**config.mk**
```make
export PLATFORM = sky130hd
export DESIGN_NAME = jtag_tap_controller
export DESIGN_NICKNAME = d
export VERILOG_FILES = /design/src/rtl/jtag_tap_controller.sv
export SDC_FILE = /design/constraint.sdc
export NUM_CORES = 1
export LEC_CHECK = 0
export ABC_CLOCK_PERIOD_IN_PS = 2000
export BUFFER_PORTS_ARGS = -buffer_cell sky130_fd_sc_hd__buf_2
export CAP_MARGIN = 20
export CORE_ASPECT_RATIO = 1.4
export CORE_MARGIN = 1.5
export CORE_UTILIZATION = 35
export CTS_BUF_LIST = sky130_fd_sc_hd__clkbuf_8
export DETAILED_ROUTE_END_ITERATION = 7
export PLACE_DENSITY = 0.54
export SLEW_MARGIN = 30
export SYNTH_ARGS = -nofsm -noshare
export SYNTH_HDL_FRONTEND = slang
export SYNTH_SLANG_ARGS = --single-unit
```
**constraint.sdc**
```tcl
create_clock -name TCK -period 2 [get_ports TCK]
set_clock_uncertainty 0.05 [all_clocks]
set_input_delay 0.4 -clock TCK [delete_from_list [all_inputs] [get_ports TCK]]
set_output_delay 0.4 -clock TCK [all_outputs]
set_load 0.05 [all_outputs]
```
**src/rtl/jtag_tap_controller.sv**
```systemverilog
// rtl/jtag_tap_controller.sv - IEEE 1149.1 TAP controller with IR, BYPASS and IDCODE registers
//
// Purpose:
//   Decodes TMS into the 16-state TAP state machine and owns the instruction
//   register, the 1-bit BYPASS register and the 32-bit IDCODE register. It
//   drives the capture/shift/update strobes, BSR select and mode for the
//   boundary-scan register, and multiplexes the serial TDO.
//
// Ports:
//   TCK          in   1         sole clock, all state changes on rising edge
//   nTRST        in   1         synchronous active-low reset
//   TMS          in   1         mode select
//   TDI          in   1         serial data in
//   bsr_tdo      in   1         serial out of the boundary-scan chain
//   TDO          out  1         serial data out
//   dr_capture   out  1         state is CAPTURE_DR
//   dr_shift     out  1         state is SHIFT_DR
//   dr_update    out  1         state is UPDATE_DR
//   bsr_select   out  1         instruction is EXTEST or SAMPLE/PRELOAD
//   mode         out  1         instruction is EXTEST
//   tlr_reset    out  1         state is TEST_LOGIC_RESET
//   ir_out       out  IR_WIDTH  current (updated) instruction

module jtag_tap_controller #(
    parameter int                     IR_WIDTH   = 4,
    parameter logic [31:0]            IDCODE_VAL = 32'h1ABC_D001,
    parameter logic [IR_WIDTH-1:0]    OP_EXTEST  = IR_WIDTH'(0),
    parameter logic [IR_WIDTH-1:0]    OP_SAMPLE  = IR_WIDTH'(2),
    parameter logic [IR_WIDTH-1:0]    OP_IDCODE  = IR_WIDTH'(1)
) (
    input  logic                TCK,
    input  logic                nTRST,
    input  logic                TMS,
    input  logic                TDI,
    input  logic                bsr_tdo,
    output logic                TDO,
    output logic                dr_capture,
    output logic                dr_shift,
    output logic                dr_update,
    output logic                bsr_select,
    output logic                mode,
    output logic                tlr_reset,
    output logic [IR_WIDTH-1:0] ir_out
);

    // Standard 1149.1 state codes, so a state dump reads like the datasheet.
    typedef enum logic [3:0] {
        TLR       = 4'hF,
        RTI       = 4'hC,
        SEL_DR    = 4'h7,
        CAP_DR    = 4'h6,
        SHIFT_DR  = 4'h2,
        EXIT1_DR  = 4'h1,
        PAUSE_DR  = 4'h3,
        EXIT2_DR  = 4'h0,
        UPDATE_DR = 4'h5,
        SEL_IR    = 4'h4,
        CAP_IR    = 4'hE,
        SHIFT_IR  = 4'hA,
        EXIT1_IR  = 4'h9,
        PAUSE_IR  = 4'hB,
        EXIT2_IR  = 4'h8,
        UPDATE_IR = 4'hD
    } tap_state_e;

    // Value loaded into the IR shifter on CAPTURE_IR: the mandatory 2'b01
    // in the two LSBs, zeros above.
    localparam logic [IR_WIDTH-1:0] IR_CAPTURE_VAL = {{(IR_WIDTH-2){1'b0}}, 2'b01};

    tap_state_e          state_q;
    tap_state_e          state_d;
    logic [IR_WIDTH-1:0] ir_shift_q;
    logic [IR_WIDTH-1:0] ir_out_q;
    logic                bypass_q;
    logic [31:0]         idcode_q;

    // State-decoded strobes, registered from the next state so that they
    // line up exactly with the state register (no added latency).
    logic                tlr_q;
    logic                dr_capture_q;
    logic                dr_shift_q;
    logic                dr_update_q;
    logic                ir_shift_st_q;

    logic                sel_bsr;
    logic                sel_idcode;
    logic                sel_bypass;

    // Instruction decode; anything not explicitly defined falls back to BYPASS.
    always_comb begin
        sel_bsr    = (ir_out_q == OP_EXTEST) || (ir_out_q == OP_SAMPLE);
        sel_idcode = (ir_out_q == OP_IDCODE);
        sel_bypass = !sel_bsr && !sel_idcode;
    end

    // TMS-driven next-state function.
    always_comb begin
        state_d = state_q;
        case (state_q)
            TLR:       state_d = TMS ? TLR       : RTI;
            RTI:       state_d = TMS ? SEL_DR    : RTI;
            SEL_DR:    state_d = TMS ? SEL_IR    : CAP_DR;
            CAP_DR:    state_d = TMS ? EXIT1_DR  : SHIFT_DR;
            SHIFT_DR:  state_d = TMS ? EXIT1_DR  : SHIFT_DR;
            EXIT1_DR:  state_d = TMS ? UPDATE_DR : PAUSE_DR;
            PAUSE_DR:  state_d = TMS ? EXIT2_DR  : PAUSE_DR;
            EXIT2_DR:  state_d = TMS ? UPDATE_DR : SHIFT_DR;
            UPDATE_DR: state_d = TMS ? SEL_DR    : RTI;
            SEL_IR:    state_d = TMS ? TLR       : CAP_IR;
            CAP_IR:    state_d = TMS ? EXIT1_IR  : SHIFT_IR;
            SHIFT_IR:  state_d = TMS ? EXIT1_IR  : SHIFT_IR;
            EXIT1_IR:  state_d = TMS ? UPDATE_IR : PAUSE_IR;
            PAUSE_IR:  state_d = TMS ? EXIT2_IR  : PAUSE_IR;
            EXIT2_IR:  state_d = TMS ? UPDATE_IR : SHIFT_IR;
            UPDATE_IR: state_d = TMS ? SEL_DR    : RTI;
            default:   state_d = TLR;
        endcase
    end

    // State register, strobes and all scan registers. Register actions are
    // keyed on the state being left at this edge (capture on leaving
    // CAPTURE_x, shift on each edge spent in SHIFT_x, update on leaving
    // UPDATE_IR).
    always_ff @(posedge TCK) begin
        if (!nTRST) begin
            state_q       <= TLR;
            tlr_q         <= 1'b1;
            dr_capture_q  <= 1'b0;
            dr_shift_q    <= 1'b0;
            dr_update_q   <= 1'b0;
            ir_shift_st_q <= 1'b0;
            ir_shift_q    <= '0;
            ir_out_q      <= OP_IDCODE;
            bypass_q      <= 1'b0;
            idcode_q      <= '0;
        end else begin
            state_q       <= state_d;
            tlr_q         <= (state_d == TLR);
            dr_capture_q  <= (state_d == CAP_DR);
            dr_shift_q    <= (state_d == SHIFT_DR);
            dr_update_q   <= (state_d == UPDATE_DR);
            ir_shift_st_q <= (state_d == SHIFT_IR);

            case (state_q)
                CAP_IR:   ir_shift_q <= IR_CAPTURE_VAL;
                SHIFT_IR: ir_shift_q <= {TDI, ir_shift_q[IR_WIDTH-1:1]};
                default:  ir_shift_q <= ir_shift_q;
            endcase

            // Only the data register selected by the current instruction
            // moves; the other one holds its contents.
            if (state_q == CAP_DR) begin
                if (sel_bypass) begin
                    bypass_q <= 1'b0;
                end
                if (sel_idcode) begin
                    idcode_q <= IDCODE_VAL;
                end
            end else if (state_q == SHIFT_DR) begin
                if (sel_bypass) begin
                    bypass_q <= TDI;
                end
                if (sel_idcode) begin
                    idcode_q <= {TDI, idcode_q[31:1]};
                end
            end

            // Entering TLR by TMS wins; UPDATE_IR can never lead to TLR so
            // the two sources never collide.
            if (state_d == TLR) begin
                ir_out_q <= OP_IDCODE;
            end else if (state_q == UPDATE_IR) begin
                ir_out_q <= ir_shift_q;
            end
        end
    end

    // Serial output: combinational mux of registered shift bits; held low
    // outside the shift states.
    always_comb begin
        TDO = 1'b0;
        if (ir_shift_st_q) begin
            TDO = ir_shift_q[0];
        end else if (dr_shift_q) begin
            if (sel_bsr) begin
                TDO = bsr_tdo;
            end else if (sel_idcode) begin
                TDO = idcode_q[0];
            end else begin
                TDO = bypass_q;
            end
        end
    end

    assign dr_capture = dr_capture_q;
    assign dr_shift   = dr_shift_q;
    assign dr_update  = dr_update_q;
    assign tlr_reset  = tlr_q;
    assign ir_out     = ir_out_q;
    assign bsr_select = sel_bsr;
    assign mode       = (ir_out_q == OP_EXTEST);

endmodule

```
==> results.py <==
metrics = {
    "outcome": {
        "status": "completed",
    },
    "detailed_routing": {
        "avgViaCountPerCell": 5.48,
        "wl_mm": 4.68,
        "vias": 1804,
        "routedWlPerCell_um": 14.2,
        "ant_nets": 0,
        "drc": 0,
        "drt_iter0_drc": 89,
        "dr.pass1.iters": 4,
    },
    "min_path": {
        "hp-class": "input pin to flip-flop",
        "min_path_cells": 2,
    },
    "clock_network": {
        "cts.sinks": 50,
        "clkTransAtPathRegs_ns": 0.09,
        "htree_levels": 2,
        "clk_latency_ns": 0.30,
        "holdBufCountCts": 0,
        "cts_buffers": 5,
        "cts_tree": "done",
        "cts.path.max_buffers": 2,
        "clockRootBuffer": "clkbuf_8",
    },
    "run": {
        "max-cap-violations": 0,
    },
    "place": {
        "dp_cells": 320,
        "gp_congestion": 0.791,
        "placed_area_um2": 2400,
        "dp_worst_setup_slack_ns": 0.181,
        "io_buffers": 15,
        "hpwlAfterDp_mm": 3.13,
    },
    "synthesis": {
        "synth_seq_cells": 50,
        "syn_nets": 251,
        "ys.warnings.count": 0,
        "synth-edff-count": 0,
        "ys_seq_area_share_pct": 46.1,
        "netlist_top_cells_area": "dfxtp_1, a21oi_1, o21ai_0",
        "synth_ff_type": "dfxtp_1",
        "synth_top_area_share_pct": 46.1,
        "syn_avg_cell_area_um2": 8.83,
        "synth_area_leader_cell": "dfxtp_1",
        "synthArstFlopShare_pct": 0,
        "synthesis.area_um2": 2170,
        "yosysUniqueCellTypes": 38,
        "synthCells": 246,
    },
    "worst_setup_path": {
        "worst-path-max-fanout": 2,
        "cp_data_arrival_time_ns": 1.47,
        "rr_worst_depth": 4,
        "required_ns": 1.55,
        "criticalPathCategory": "flip-flop to output pin",
        "end_kind": "output pin",
        "critPathLaunchType": "flip-flop",
    },
    "timing": {
        "fin_crit_sh_pct": 95.8,
        "worst_slew_pin_slew_ns": 0.518,
        "setup_viol": 0,
        "slew_violations": 0,
        "setup_slack_ns": 0.0840,
        "finalCriticalPeriod_ns": 1.92,
        "whs_ns": 0.315,
        "relSlewSlack_pct": 65.4,
        "hold_viol": 0,
        "rsz0062_at_grt": "no",
        "fmax_mhz": 522,
    },
    "pwr": {
        "p_per_area_nw_per_um2": 799,
        "leakagePower_uw": 0.000940,
        "ir_worst_vdd_mv": 0.320,
    },
    "global_route": {
        "grt_overflow_total": 0,
        "grt_pass1_wl_mm": 7.79,
        "antenna_found_initial": 0,
        "gr-usage-all-layers_pct": 14.4,
        "grt_pass1_vias": 1672,
        "grt_max_degree": 31,
    },
    "final_layout": {
        "mostFrequentLayoutCells": "dfxtp_1, a21oi_1, o21ai_0",
        "mostFrequentLayoutCell": "dfxtp_1",
        "final_util_pct": 42.8,
        "fin_cells": 329,
        "syn2layout_area_growth_pct": 17.3,
        "drive_gt1_share_pct": 20.8,
        "num_antenna_cells": 0,
        "final_nets": 264,
        "stdcell_area_um2": 2550,
    },
    "floorplan": {
        "chipWidth_um": 69.6,
        "num_rows": 33,
        "die_h_um": 96.2,
        "die-area_um2": 6690,
        "io_pins": 16,
        "initial_utilization_pct": 36.5,
        "coreArea_um2": 5950,
    },
}
-- metrics by stage --
stage                     TNS, ns  power, uW
after floorplan            -0.446       1260
after global placement          0       1340
after detailed placement        0       1340
after CTS                       0       2060
after global routing            0       2120
final                           0       2030
-- final timing paths --
path | startpoint | endpoint | slack, ns
min | TMS | dr_capture | 0.32
max reg2reg | ir_out[1] | idcode_q[24] | 0.11
min reg2reg | ir_shift_q[3] | ir_shift_q[3] | 0.42
max | idcode_q[0] | TDO | 0.08
-- per-layer routing --
metal	share of wire, %	vias up	track usage (%)
li1	-	928	-
met1	46	847	16.1
met2	50	21	27.0
met3	2.3	8	2.93
met4	1.7	0	4.90
met5	0	-	0
-- synthesized netlist by cell type, types with 3 or more instances --
cell,n
mux2i_1,3
nand2b_1,4
clkbuf_1,22
nor2b_1,4
a21oi_1,34
dfxtp_1,50
or3b_2,3
or4_1,5
o311a_1,5
o21ai_0,30
nor4_1,3
nor2_1,8
nand4b_1,15
nor3_1,8
a311oi_1,7
nand2_1,9
inv_1,9
-- report_power, final --
part           switching [uW]  total, uW  internal (uW)
logic                     182        287            105
registers                10.8       1030           1020
clock network             321        721            400
total                     514       2030           1520
-- sequential cells by signal, summed over array words and instances, names as in the netlist --
name / cells
ir_shift_q: 4
tlr_reset: 1
ir_out: 4
state_q: 4
bypass_q: 1
ir_shift_st_q: 1
dr_shift: 1
dr_capture: 1
dr_update: 1
idcode_q: 32
-- area by class of cell --
class | count | area, um^2
fill | 616 | 3400
multi-input combinational | 161 | 1080
sequential | 50 | 1010
timing repair buffer | 32 | 230
tap | 70 | 87.6
clock buffer | 6 | 82.6
inverter | 9 | 33.8
clock inverter | 1 | 30.0
-- worst max-delay path: stages, from the launching register on --
cell and delay [ns]:
dfxtp_1 0.36, nor4_4 0.27, o21ai_1 0.10, a32o_2 0.26, buf_4 0.18
-- cells by family after synthesis --
logic type	count (synthesis)	share of synthesized area, %
flip-flops	50	46.1
buffers and inverters	35	6.85
multiplexers	4	1.90
AND/OR/NAND/NOR	74	22.4
AO/OA/AOI/OAI	83	22.8
-- what timing repair did --
action | 4_1_cts | 5_1_grt
buffers inserted | 0 | 2
endpoints found under the setup margin | 1 | 1
resized for setup | 3 | 5
pin swaps | 1 | 0
Note: power is estimated with default switching activity, not from simulation.
